==> src/rtl/tick_generator_if.sv <==
// Control/status bundle for tick_generator: the master drives start/stop/period,
// and the slave (the generator) returns the clock-enable pulse and status.
interface tick_generator_if #(
  parameter int WIDTH     = 8,
  parameter int CNT_WIDTH = 4
);
  logic                 start;
  logic                 stop;
  logic                 oneshot;
  logic [WIDTH-1:0]     load_val;
  logic                 ce_out;
  logic                 busy;
  logic [CNT_WIDTH-1:0] tick_cnt;

  modport master (
    output start, stop, oneshot, load_val,
    input  ce_out, busy, tick_cnt
  );

  modport slave (
    input  start, stop, oneshot, load_val,
    output ce_out, busy, tick_cnt
  );
endinterface

==> src/rtl/tick_generator.sv <==
// Programmable tick generator: emits a one-cycle ce_out every L+1 cycles (periodic)
// or once (oneshot), counting emitted ticks since the last accepted start.
module tick_generator #(
  parameter int WIDTH     = 8,
  parameter int CNT_WIDTH = 4
) (
  input  logic                clk,
  input  logic                rst,
  tick_generator_if.slave     bus
);

  typedef enum logic {IDLE = 1'b0, RUN = 1'b1} state_t;

  state_t               r_state, w_state_nxt;
  logic [WIDTH-1:0]     r_cnt, w_cnt_nxt;
  logic [WIDTH-1:0]     r_per, w_per_nxt;
  logic                 r_os, w_os_nxt;
  logic [CNT_WIDTH-1:0] r_tick_cnt, w_tick_cnt_nxt;
  logic                 r_ce, w_ce_nxt;

  always_ff @(posedge clk or posedge rst) begin
    if (rst) begin
      r_state    <= IDLE;
      r_cnt      <= '0;
      r_per      <= '0;
      r_os       <= 1'b0;
      r_tick_cnt <= '0;
      r_ce       <= 1'b0;
    end else begin
      r_state    <= w_state_nxt;
      r_cnt      <= w_cnt_nxt;
      r_per      <= w_per_nxt;
      r_os       <= w_os_nxt;
      r_tick_cnt <= w_tick_cnt_nxt;
      r_ce       <= w_ce_nxt;
    end
  end

  // stop beats start beats counting; the tick fires on the edge that finds cnt==0,
  // so a period of L gives L+1 cycles between ticks without widening the counter.
  always_comb begin
    w_state_nxt    = r_state;
    w_cnt_nxt      = r_cnt;
    w_per_nxt      = r_per;
    w_os_nxt       = r_os;
    w_tick_cnt_nxt = r_tick_cnt;
    w_ce_nxt       = 1'b0;
    if (bus.stop) begin
      w_state_nxt = IDLE;
    end else if (bus.start) begin
      w_state_nxt    = RUN;
      w_cnt_nxt      = bus.load_val;
      w_per_nxt      = bus.load_val;
      w_os_nxt       = bus.oneshot;
      w_tick_cnt_nxt = '0;
    end else if (r_state == RUN) begin
      if (r_cnt != '0) begin
        w_cnt_nxt = r_cnt - 1'b1;
      end else begin
        w_ce_nxt       = 1'b1;
        w_tick_cnt_nxt = r_tick_cnt + 1'b1;
        if (r_os) w_state_nxt = IDLE;
        else      w_cnt_nxt   = r_per;
      end
    end
  end

  assign bus.ce_out   = r_ce;
  assign bus.busy     = (r_state == RUN);
  assign bus.tick_cnt = r_tick_cnt;

endmodule

==> src/flat_wrapper.sv <==
// flat-port wrapper written by rule: the top's interface ports become plain ports
module tick_generator_flat 
#(
  parameter int WIDTH     = 8,
  parameter int CNT_WIDTH = 4
)
  (clk, rst, bus_start, bus_stop, bus_oneshot, bus_load_val, bus_ce_out, bus_busy, bus_tick_cnt);
  tick_generator_if #(.WIDTH(WIDTH), .CNT_WIDTH(CNT_WIDTH)) bus_i ();
  input  logic clk;
  input  logic rst;
  input wire logic [$bits(bus_i.start)-1:0] bus_start;
  input wire logic [$bits(bus_i.stop)-1:0] bus_stop;
  input wire logic [$bits(bus_i.oneshot)-1:0] bus_oneshot;
  input wire logic [$bits(bus_i.load_val)-1:0] bus_load_val;
  output wire logic [$bits(bus_i.ce_out)-1:0] bus_ce_out;
  output wire logic [$bits(bus_i.busy)-1:0] bus_busy;
  output wire logic [$bits(bus_i.tick_cnt)-1:0] bus_tick_cnt;
  assign bus_i.start = bus_start;
  assign bus_i.stop = bus_stop;
  assign bus_i.oneshot = bus_oneshot;
  assign bus_i.load_val = bus_load_val;
  assign bus_ce_out = bus_i.ce_out;
  assign bus_busy = bus_i.busy;
  assign bus_tick_cnt = bus_i.tick_cnt;
  tick_generator #(.WIDTH(WIDTH), .CNT_WIDTH(CNT_WIDTH)) u_core (.clk(clk), .rst(rst), .bus(bus_i));
endmodule
==> config.mk <==
export PLATFORM = sky130hd
export DESIGN_NAME = tick_generator_flat
export DESIGN_NICKNAME = d
export VERILOG_FILES = /design/src/rtl/tick_generator_if.sv /design/src/rtl/tick_generator.sv /design/src/flat_wrapper.sv
export SDC_FILE = /design/constraint.sdc
export NUM_CORES = 1
export LEC_CHECK = 0
export BUFFER_PORTS_ARGS = -buffer_cell sky130_fd_sc_hd__buf_2
export CORE_MARGIN = 1
export CORE_UTILIZATION = 45
export DETAILED_ROUTE_END_ITERATION = 8
export PLACE_DENSITY = 0.68
export SYNTH_ARGS = -nofsm -noshare
export SYNTH_HDL_FRONTEND = slang
export SYNTH_SLANG_ARGS = --single-unit
==> constraint.sdc <==
create_clock -name clk -period 1.7 [get_ports clk]
set_input_delay 0.17 -clock clk [delete_from_list [all_inputs] [get_ports clk]]
set_output_delay 0.17 -clock clk [all_outputs]
set_load 0.005 [all_outputs]
# After elaboration in Yosys (flattened, before gate mapping)
# Index checks and enable logic that the tools add are counted.
[op_classes]
addsub = 2
multipliers = 0
n_div = 0
n_lt_le_gt_ge = 0
eq_ne = 2
shifts = 0
muxes = 16
n_bitwise = 1
n_reduce_logical = 5
[ops]
columns = ["operator", "count"]
rows = [
  ["$mux 8", 4],
  ["$mux 4", 3],
  ["$mux 1", 9],
  ["$reduce_bool 8->1", 1],
  ["$sub 8x1->8 const B", 1],
  ["$reduce_and 3->1", 2],
  ["$add 4x1->4 const B", 1],
  ["$ne 3x3->1 const B", 1],
  ["$ne 2x2->1 const B", 1],
  ["$reduce_and 2->1", 1],
  ["$reduce_bool 2->1", 1],
  ["$not 1->1", 1],
]
[totals]
reg_bits = 23
latch_bits = 0
ramBits = 0
romBits = 0
input_bits = 13
out_inout_bits = 6
elab_cells = 32
mem_count = 0

# Longest topological paths before layout
# Gate-level depths: netlist of the first run.
[depth]
word_depth = 5
mapped_depth = 8
mapped_depth_nobuf = 7

# Least setup slack after synthesis of the first run
# Ideal clock, no wire load.
[synth_path]
path_type = "flip-flop to flip-flop"
start = "register u_core.r_cnt[0]"
end = "register u_core.r_cnt[2]"
setup_time_ns = 0.129
arrival_ns = 1.664
setup_slack_ns = -0.093
stages_incl_launch_ff = 9
n_path_buf = 1
synth_period_minus_slack_ns = 1.793
path_cell_list = "dfrtp_1 -> inv_1 -> ha_1 -> nor3b_2 -> nand2_2 -> o31a_4 -> buf_6 -> nor2_1 -> a31oi_1"
[synth_between]
elab_chain_len = 4
elab_cells_between_ends = 7
classes_between = "add/sub: 1; eq/ne: 1; mux: 3; reduce/logical: 2"
[synth_lines]
columns = ["item", "line", "text"]
rows = [
  ["start, declared", "tick_generator.sv:15", "logic [WIDTH-1:0] r_cnt, w_cnt_nxt;"],
  ["start signal, assigned", "tick_generator.sv:31", "r_cnt <= w_cnt_nxt;"],
  ["$sub 8x1->8 / $reduce_bool 8->1 (equally long branches)", "tick_generator.sv:58, tick_generator.sv:57", ""],
  ["$mux 8", "tick_generator.sv:57", "if (r_cnt != '0) begin"],
  ["$mux 8", "tick_generator.sv:56", "end else if (r_state == RUN) begin"],
  ["$mux 8", "tick_generator.sv:50", "end else if (bus.start) begin"],
]
# Parallel ways exist; a longest one is shown, timed or not. The select of a mux whose other input is x is not followed.
# A chain may end at the register's enable or synchronous reset.

# Worst setup path in the final report of the first run
[layout_path]
start = "register u_core.r_cnt[3]"
end = "register u_core.r_tick_cnt[2] (netlist: u_core.bus.tick_cnt[2])"
[layout_between]
elab_chain_len = 3
[layout_lines]
columns = ["item", "line", "text"]
rows = [
  ["$reduce_bool 8->1", "tick_generator.sv:57", ""],
  ["$ne 2x2->1 (no line)", "-", ""],
  ["$reduce_and 3->1 (no line)", "-", ""],
  ["end signal, assigned", "tick_generator.sv:34", "r_tick_cnt <= w_tick_cnt_nxt;"],
  ["end, declared", "tick_generator.sv:18", "logic [CNT_WIDTH-1:0] r_tick_cnt, w_tick_cnt_nxt;"],
]
# Every way passes these cells.

==> results of run 1 <==
worst paths after layout:
kind,slack (ns),startpoint,cells past startpoint,to
worst min register to register,0.53,u_core.r_per[4],1,u_core.r_per[4]
worst max-delay path,-0.03,u_core.r_cnt[3],5,u_core.bus.tick_cnt[2]
worst min-delay path,0.04,bus_oneshot,3,u_core.r_os
worst max register to register,-0.03,u_core.r_cnt[3],5,u_core.bus.tick_cnt[2]
max in group asynchronous,1.06,rst,4,u_core.r_cnt[5]
min in group asynchronous,0.40,rst,4,u_core.bus.tick_cnt[3]
layout by cell type, fill, tap and decap left out, types with 4 or more instances in the layout:
master    n
o21ai_0   6
nor2_1   11
mux2_2    7
nand2_1  15
buf_4    21
inv_1     5
buf_6     4
a21oi_1   4
buf_2    18
a31oi_1   5
dfrtp_1  23
routing by layer:
layer | GRT usage (%) | routed length [um] | vias to the layer above
met1 | 29.31 | 1474 | 567
met2 | 33.73 | 1471 | 25
met5 | 0 | 0 | -
li1 | - | - | 563
met3 | 5.152 | 129 | 5
met4 | 5.714 | 28 | 0
sequential cells by signal, indices dropped and copies added (netlist names):
name	count
u_core.bus.busy	1
u_core.bus.ce_out	1
u_core.bus.tick_cnt	4
u_core.r_cnt	8
u_core.r_os	1
u_core.r_per	8
logic make-up (layout without fill, tap and decap cells):
| group | Yosys count | count (layout) | share of synthesized area (%) |
|---|---|---|---|
| muxes | 10 | 10 | 8.521 |
| DFF | 23 | 23 | 45.05 |
| xor gates and xnor gates | 3 | 3 | 2.057 |
| AOI/OAI and AO/OA | 35 | 36 | 18.81 |
| adders and majority gates | 3 | 3 | 2.939 |
| and+or+nand+nor | 45 | 45 | 18.51 |
| buffers and inverters | 12 | 55 | 4.114 |
tightest hold or removal path, cell delays in order:
cell,delay [ns]
buf_2,0.07
nand2_1,0.03
o21ai_0,0.06
layout make-up:
cell class	count	share of cell area [%]
sequential	23	33.65
multi-input combinational	97	43.31
clock inverter	1	0.2926
inverter	7	1.536
clock buffer	3	1.317
tap	30	2.195
timing repair buffer	44	17.70
what timing repair did:
action | CTS | global route
setup buffers | 4 | 4
pin swaps | 7 | 10
hold buffers | 1 | 0
endpoints found under the setup margin | 9 | 12
endpoints found under the hold margin | 23 | 0
gates resized for setup | 2 | 21
gates cloned | 1 | 0
power groups by stage:
| stage | Sequential [mW] | Combinational, mW | Clock (mW) |
|---|---|---|---|
| after floorplan | 0.721 | 0.256 | 0 |
| after global placement | 0.704 | 0.428 | 0 |
| after detailed placement | 0.707 | 0.442 | 0 |
| after CTS | 0.694 | 0.474 | 0.273 |
| after global routing | 0.710 | 0.568 | 0.297 |
| final | 0.698 | 0.521 | 0.261 |
metrics by stage:
stage	cells	TNS (ns)	cell area, um2	power [mW]	setup WS, ns
floorplan	131	-0.03974	1296	0.9769	-0.008765
global placement	191	-0.06421	1525	1.132	-0.03290
detailed placement	191	-0.1743	1525	1.149	-0.04990
CTS	201	-0.03621	1607	1.441	-0.02078
global route	205	-0.6607	1710	1.575	-0.1113
finish	205	-0.05276	1710	1.480	-0.02661
==> out/qor.txt, run 1 <==
area of the multi-input gates - 740.7 um2
Pins Over Slew Limit - 0
Worst-Margin Slew - 0.3163 ns
CTS tree - yes
Post-Syn Area - 0.001277 mm2
first-pass GRT wire length - 5168 um
Reg power frac - 47.1%
Port-buffer cells - 18
top_reg_cell synth - dfrtp_1
top cells by area, synth - dfrtp_1, mux2_2, nand2_1
I/O pins - 19
Worst Hold Margin - 0.04353 ns
Finish-stage setup viols - 4
largest net degree at the start of global routing - 24
top cell type's share of synthesized area - 45.05%
Layout area overhead - 33.89%
First-pass DRT Iterations - 4
Via density - 5.659
Switch Pwr - 0.4957 mW
per-cell routed wire length - 15.14 um
H-tree depth - 1
number of synthesized flops with an enable pin - 0
WP data required - 1.91 ns
critical path class - reg -> reg
fin util - 66.04%
combinational cell fraction of total power - 35.2%
initial antenna violation count - 0
Detailed Route WL - 3104 um
Initial Utilization - 49.32%
post-route setup slack - -0.02661 ns
filler instances - 207
Routed Antenna Nets - 0
most frequent cell after synthesis - dfrtp_1
CP max FO - 4
Yosys warnings - 0
Ant. Diodes - 0
vias in the first global route - 1117
P_leak - 0.7702 nW
max-cap violations - 0
crit path cell chain - or4_4 -> nor3_4 -> nand3_1 -> mux2i_1 -> o21ai_0
Max Freq - 579.2 MHz
FFs w/ async S/R, synth - 100.0%
Die Ht - 55.28 um
CTS root buf - clkbuf_4
clock skew - 0.006628 ns
failing checks - setup timing
Starting DRT DRC Count - 35
Synth top cells by count - dfrtp_1, nand2_1, nor2_1
internal power - 0.9844 mW
Post-DP HPWL - 2035 um
ratio of final minimum period to clock period - 101.6%
# rows - 18
worst-skew pair later-pin latency - 0.32 ns
Final Critical Period - 1.727 ns
DRC violations left - 0
Avg Synthesized Cell Area - 9.752 um2
CP endpoint kind - flip-flop
clock tree buffer depth - 2
syn_nets - 147
RSZ-0062 raised after global routing - yes
share of cells above drive strength 1 - 42.86%
Yosys cell types - 33
# nets final - 192
register bit total from synthesis - 23
Synth Instances - 131
via count - 1160
Total GRT Usage - 21.34%
HP Class - in -> reg
Pwr Density - 865.4 mW/mm2
CP Launch Type - flip-flop
max_slew headroom - 78.79%
clock power share - 17.6%
FF/Latch Area - 575.6 um2
clk slew on worst S/H paths - 0.13 ns
crit-path leading delay family - simple AND/OR/NAND/NOR gates
CTS sink cnt - 23
Congestion Overflow GR - 0
core area - 0.002590 mm2
Hold Fails Final Rpt - 0
WP buf/inv - 0
full die area - 0.003056 mm2
Synth area leader - dfrtp_1
CP max stage cell - or4_4
VDD IR-drop max - 651.0 uV
GP Congestion - 0.8805
CTS buffer count - 3
status - complete, but fails checks
register area share after synthesis - 45.05%
slowest stage delay, CP - 0.58 ns
Arr. time, crit path - 1.94 ns
Die X - 55.28 um
Sw Ratio - 33.49%
Power figures use the tool's default switching activity.
==> run 2: changes to the inputs <==
--- a/config.mk
+++ b/config.mk
@@ -10,6 +10,7 @@
 export CORE_UTILIZATION = 45
 export DETAILED_ROUTE_END_ITERATION = 8
 export PLACE_DENSITY = 0.68
+export RECOVER_POWER = 50
 export SYNTH_ARGS = -nofsm -noshare
 export SYNTH_HDL_FRONTEND = slang
 export SYNTH_SLANG_ARGS = --single-unit
==> out/qor.txt, run 2 (synthesis results as in run 1) <==
CTS buffer count - 3 (unchanged)
failing checks - setup timing
Pins Over Slew Limit - 0 (unchanged)
commonest non-fill, non-tap cells in the layout - dfrtp_1, buf_4, buf_2
via count - 1170 (+0.86%)
Post-DP HPWL - 2035 um (unchanged)
Worst Hold Margin - 0.04088 ns (-0.002652 ns)
status - complete, but fails checks
Die X - 55.28 um (unchanged)
RSZ-0062 raised after global routing - yes
GP Congestion - 0.8805 (unchanged)
Worst Reg2Reg Path Length in Cells - 5 (unchanged)
Worst-Margin Slew - 0.5644 ns (+0.2481 ns)
# nets final - 192 (unchanged)
Routed Antenna Nets - 0 (unchanged)
dpl ws - -0.04990 ns (unchanged)
P_leak - 0.7695 nW (about the same)
HP Class - in -> reg
max-cap violations - 0 (unchanged)
post-route setup slack - -0.02951 ns (-0.002899 ns)
filler instances - 207 (unchanged)
FF-to-FF Start - u_core.r_cnt[3]
non-filler cells, final - 205 (unchanged)
CTS tree - yes
hold wc startpoint - bus_oneshot
CP max FO - 4 (unchanged)
CP Launch Type - flip-flop
TNS Setup - -0.06519 ns (-0.01243 ns)
first-pass GRT wire length - 5168 um (unchanged)
initial antenna violation count - 0 (unchanged)
Congestion Overflow GR - 0 (unchanged)
per-cell routed wire length - 15.20 um (+0.35%)
Arr. time, crit path - 1.94 ns (about the same)
Hold Fails Final Rpt - 0 (unchanged)
Initial Utilization - 49.32% (unchanged)
share of cells above drive strength 1 - 42.86% (unchanged)
placed inst area - 0.001525 mm2 (unchanged)
First-pass DRT Iterations - 4 (unchanged)
Port-buffer cells - 18 (unchanged)
worst-skew pair later-pin latency - 0.32 ns (about the same)
Ant. Diodes - 0 (unchanged)
H-tree depth - 1 (unchanged)
# rows - 18 (unchanged)
CTS sink cnt - 23 (unchanged)
R2R setup slack - -0.03 ns (about the same)
CP endpoint kind - flip-flop
Total GRT Usage - 21.34% (unchanged)
Finish-stage setup viols - 4 (unchanged)
max_slew headroom - 62.37% (-16 points)
Hold Path End - u_core.r_os
commonest non-fill, non-tap cell in the layout - dfrtp_1
design area - 0.001708 mm2 (-0.15%)
vias in the first global route - 1117 (unchanged)
CTS root buf - clkbuf_4
WP data required - 1.91 ns (about the same)
Final Critical Period - 1.730 ns (+0.002900 ns)
VDD IR-drop max - 650.2 uV (-0.13%)
Detailed Route WL - 3115 um (+0.35%)
full die area - 0.003056 mm2 (unchanged)
fin util - 65.94% (-0.097 points)
ratio of final minimum period to clock period - 101.7% (+0.17 points)
critical path class - reg -> reg
DRC violations left - 0 (unchanged)
core area - 0.002590 mm2 (unchanged)
Power Total - 1.483 mW (+0.19%)
Starting DRT DRC Count - 38 (+8.6%)
Crit. Startpoint - u_core.r_cnt[3]
largest net degree at the start of global routing - 24 (unchanged)
Max Freq - 578.2 MHz (-0.17%)
clock tree buffer depth - 2 (unchanged)
r2r endpoint - u_core.bus.tick_cnt[2]
clock skew - 0.007978 ns (+0.001350 ns)
Layout area overhead - 33.69%
Die Ht - 55.28 um (unchanged)
I/O pins - 19 (unchanged)
Min-Delay Path Depth - 3 (unchanged)
Post-Place Cells - 191 (unchanged)
Via density - 5.707 (+0.86%)
clk slew on worst S/H paths - 0.13 ns (about the same)
Pwr Density - 868.3 mW/mm2 (+0.34%)
## run 2: area by class of cell
cell class                      count  area, um2  share of cell area [%]
Clock inverter                      1      5.005                  0.2930
Tap cell                           30      37.54                   2.198
Multi-Input combinational cell     97      740.7                   43.37
Sequential cell                    23      575.6                   33.70
Clock buffer                        3      22.52                   1.319
Inverter                            7      26.28                   1.538
Timing Repair Buffer               44      300.3                   17.58
## run 2: worst max-delay path: stages, from the launching register on
cell	delay (ns)
dfrtp_1	0.41
or4_4	0.58
nor3_4	0.27
nand3_1	0.13
mux2i_1	0.15
o21ai_0	0.08
## run 2: layer usage
| layer | vias up | wire length, um | track usage [%] |
|---|---|---|---|
| met3 | 5 | 143 | 5.152 |
| met4 | 0 | 28 | 5.714 |
| li1 | 564 | - | - |
| met1 | 574 | 1474 | 29.31 |
| met5 | - | 0 | 0 |
| met2 | 27 | 1469 | 33.73 |
## run 2: power by group
| part | total, mW | internal [mW] | switching [mW] |
|---|---|---|---|
| Clock | 0.262 | 0.0883 | 0.174 |
| Combinational | 0.521 | 0.270 | 0.251 |
| Sequential | 0.699 | 0.625 | 0.0740 |
| Total | 1.48 | 0.983 | 0.499 |
## run 2: what timing repair did
action / 4_1_cts / 5_1_grt
gates resized for setup: 2 / 21
hold endpoints to repair: 23 / 0
cloned: 1 / 0
pin swaps: 7 / 10
hold buffers: 1 / 0
setup buffers: 4 / 4
endpoints found under the setup margin: 9 / 12
## run 2: worst max-delay path by stage
stage / end / slack (ns) / cells after the start
detailed placement: u_core.r_cnt[5] / -0.05 / 5
global placement: u_core.r_cnt[3] / -0.03 / 5
global route: u_core.bus.tick_cnt[2] / -0.11 / 5
floorplan: u_core.r_cnt[1] / -0.009 / 5
finish: u_core.bus.tick_cnt[2] / -0.03 / 5
CTS: u_core.r_cnt[6] / -0.02 / 6
==> run 3: changes to the inputs <==
--- a/config.mk
+++ b/config.mk
@@ -9,7 +9,7 @@
 export CORE_MARGIN = 1
 export CORE_UTILIZATION = 45
 export DETAILED_ROUTE_END_ITERATION = 8
-export PLACE_DENSITY = 0.68
+export PLACE_DENSITY = 0.75
 export RECOVER_POWER = 50
 export SYNTH_ARGS = -nofsm -noshare
 export SYNTH_HDL_FRONTEND = slang
==> out/qor.txt, run 3 (synthesis results as in run 1) <==
HP Class - in -> reg
combinational cell fraction of total power - 35.1% (about the same)
Max Freq - 581.0 MHz (+0.48%)
Hold Fails Final Rpt - 0 (unchanged)
Hold Path End - u_core.r_os
Pins Over Slew Limit - 0 (unchanged)
crit-path leading delay family - simple AND/OR/NAND/NOR gates
post-route setup slack - -0.02130 ns (+0.008207 ns)
Final Critical Period - 1.721 ns (-0.008207 ns)
CTS root buf - clkbuf_4
failing checks - setup timing
GP Congestion - 0.8810 (about the same)
max-cap violations - 0 (unchanged)
clock power share - 17.6% (about the same)
R2R setup slack - -0.02 ns (about the same)
Post-DP HPWL - 1979 um (-2.7%)
per-cell routed wire length - 15.29 um (+0.60%)
vias in the first global route - 1088 (-2.6%)
via count - 1124 (-3.9%)
slowest stage delay, CP - 0.58 ns (about the same)
largest net degree at the start of global routing - 24 (unchanged)
Die X - 55.28 um (unchanged)
Detailed Route WL - 3103 um (-0.39%)
I/O pins - 19 (unchanged)
internal power - 0.9839 mW (about the same)
crit path cell chain - or4_4 -> nor3_4 -> nor2_1 -> a211oi_1 -> o22ai_1
H-tree depth - 1 (unchanged)
# nets final - 190 (-1.0%)
WP data required - 1.91 ns (about the same)
worst-skew pair later-pin latency - 0.31 ns (about the same)
WP buf/inv - 0 (unchanged)
initial antenna violation count - 0 (unchanged)
Port-buffer cells - 18 (unchanged)
FF-to-FF Start - u_core.r_cnt[2]
Power Total - 1.473 mW (-0.67%)
Arr. time, crit path - 1.93 ns (about the same)
critical path class - reg -> reg
dpl ws - -0.07268 ns (-0.02278 ns)
Finish-stage setup viols - 1 (-3)
filler instances - 216 (+4.3%)
commonest non-fill, non-tap cells in the layout - dfrtp_1, buf_4, buf_2
CTS buffer count - 3 (unchanged)
DRC violations left - 0 (unchanged)
clk slew on worst S/H paths - 0.13 ns (about the same)
Initial Utilization - 49.32% (unchanged)
P_leak - 0.7508 nW (-2.4%)
clock skew - 0.004575 ns (-0.003403 ns)
RSZ-0062 raised after global routing - yes
First-pass DRT Iterations - 4 (unchanged)
commonest non-fill, non-tap cell in the layout - dfrtp_1
Sw Ratio - 33.20% (-0.48 points)
Worst Reg2Reg Path Length in Cells - 5 (unchanged)
Worst-Margin Slew - 0.5781 ns (+0.01369 ns)
Die Ht - 55.28 um (unchanged)
share of cells above drive strength 1 - 40.46% (-2.4 points)
CTS sink cnt - 23 (unchanged)
Pwr Density - 888.4 mW/mm2 (+2.3%)
Via density - 5.537 (-3.0%)
core area - 0.002590 mm2 (unchanged)
max_slew headroom - 61.46% (-0.91 points)
status - complete, but fails checks
Ant. Diodes - 0 (unchanged)
VDD IR-drop max - 567.7 uV (-13%)
full die area - 0.003056 mm2 (unchanged)
Total GRT Usage - 20.74% (-0.60 points)
Layout area overhead - 29.77%
r2r endpoint - u_core.r_cnt[1]
first-pass GRT wire length - 5064 um (-2.0%)
CP max FO - 4 (unchanged)
Congestion Overflow GR - 0 (unchanged)
ratio of final minimum period to clock period - 101.3% (-0.48 points)
Routed Antenna Nets - 0 (unchanged)
clock tree buffer depth - 2 (unchanged)
CP endpoint kind - flip-flop
# rows - 18 (unchanged)
hold wc startpoint - bus_oneshot
Reg power frac - 47.3% (+0.2 points)
CP Launch Type - flip-flop
CP max stage cell - or4_4
Switch Pwr - 0.4890 mW (-2.1%)
Min-Delay Path Depth - 3 (unchanged)
Starting DRT DRC Count - 24 (-37%)
CTS tree - yes
-- run 3: cell types whose count changed in the layout (fill, tap and decap cells not counted), sizes merged --
cell	delta
clkbuf	+1
buf	-2
clkinv	-1
-- run 3: tightest hold or removal path, delay by kind of cell --
kind	cells	cell delay, ns
simple gates	1	0.04
compound gates	1	0.06
buf+inv	1	0.07
-- run 3: worst max path at each step --
stage | start | to | depth (start not counted)
2_1_floorplan | u_core.r_cnt[2] | u_core.r_cnt[1] | 5
3_3_place_gp | u_core.r_cnt[2] | u_core.r_cnt[1] | 5
6_report | u_core.r_cnt[2] | u_core.r_cnt[1] | 5
5_1_grt | u_core.r_cnt[2] | u_core.r_cnt[1] | 5
3_5_place_dp | u_core.r_cnt[2] | u_core.r_cnt[1] | 5
4_1_cts | u_core.r_cnt[0] | u_core.r_cnt[0] | 6
-- run 3: final cells by class --
cell class | instances | area (um2) | area share [%]
Multi-Input combinational cell | 97 | 718.2 | 43.32
Sequential cell | 23 | 575.6 | 34.72
Timing Repair Buffer | 42 | 274.0 | 16.53
Tap cell | 30 | 37.54 | 2.264
Clock buffer | 4 | 26.28 | 1.585
Inverter | 7 | 26.28 | 1.585
-- run 3: per-stage QoR --
| step | hold WS, ns | setup TNS [ns] | area [um2] | util [%] | instances |
|---|---|---|---|---|---|
| floorplan | 0.1719 | -0.03974 | 1296 | - | 131 |
| global placement | 0.2222 | -0.03481 | 1525 | 58.89 | 191 |
| detailed placement | 0.2240 | -0.1928 | 1525 | 58.89 | 191 |
| CTS | 0.06247 | -0.1031 | 1624 | 62.71 | 203 |
| global route | 0.07365 | -0.4800 | 1658 | 64.01 | 203 |
| finish | 0.05318 | -0.02130 | 1658 | 64.01 | 203 |
-- run 3: timing repair --
action / CTS / global route
buffers inserted: 6 / 0
resized for setup: 2 / 12
endpoints found under the hold margin: 23 / 0
gates cloned: 1 / 0
pin swaps: 8 / 9
hold buffers: 1 / 0
endpoints found under the setup margin: 8 / 12
-- run 3: routing by layer --
metal | part of all wire (%) | up-vias | GRT usage [%] | wire length (um)
li1 | - | 557 | - | -
met1 | 46 | 532 | 29.07 | 1413
met2 | 49 | 27 | 33.05 | 1509
met3 | 3.5 | 8 | 2.576 | 109
met4 | 2.3 | 0 | 7.500 | 71
met5 | 0 | - | 0 | 0
-- run 3: power groups by stage --
stage               Sequential [mW]  Clock [mW]  Combinational, mW
finish                        0.696       0.259              0.517
global route                  0.705       0.291              0.563
CTS                           0.692       0.261              0.497
detailed placement            0.716           0              0.425
global placement              0.709           0              0.417
floorplan                     0.721           0              0.256
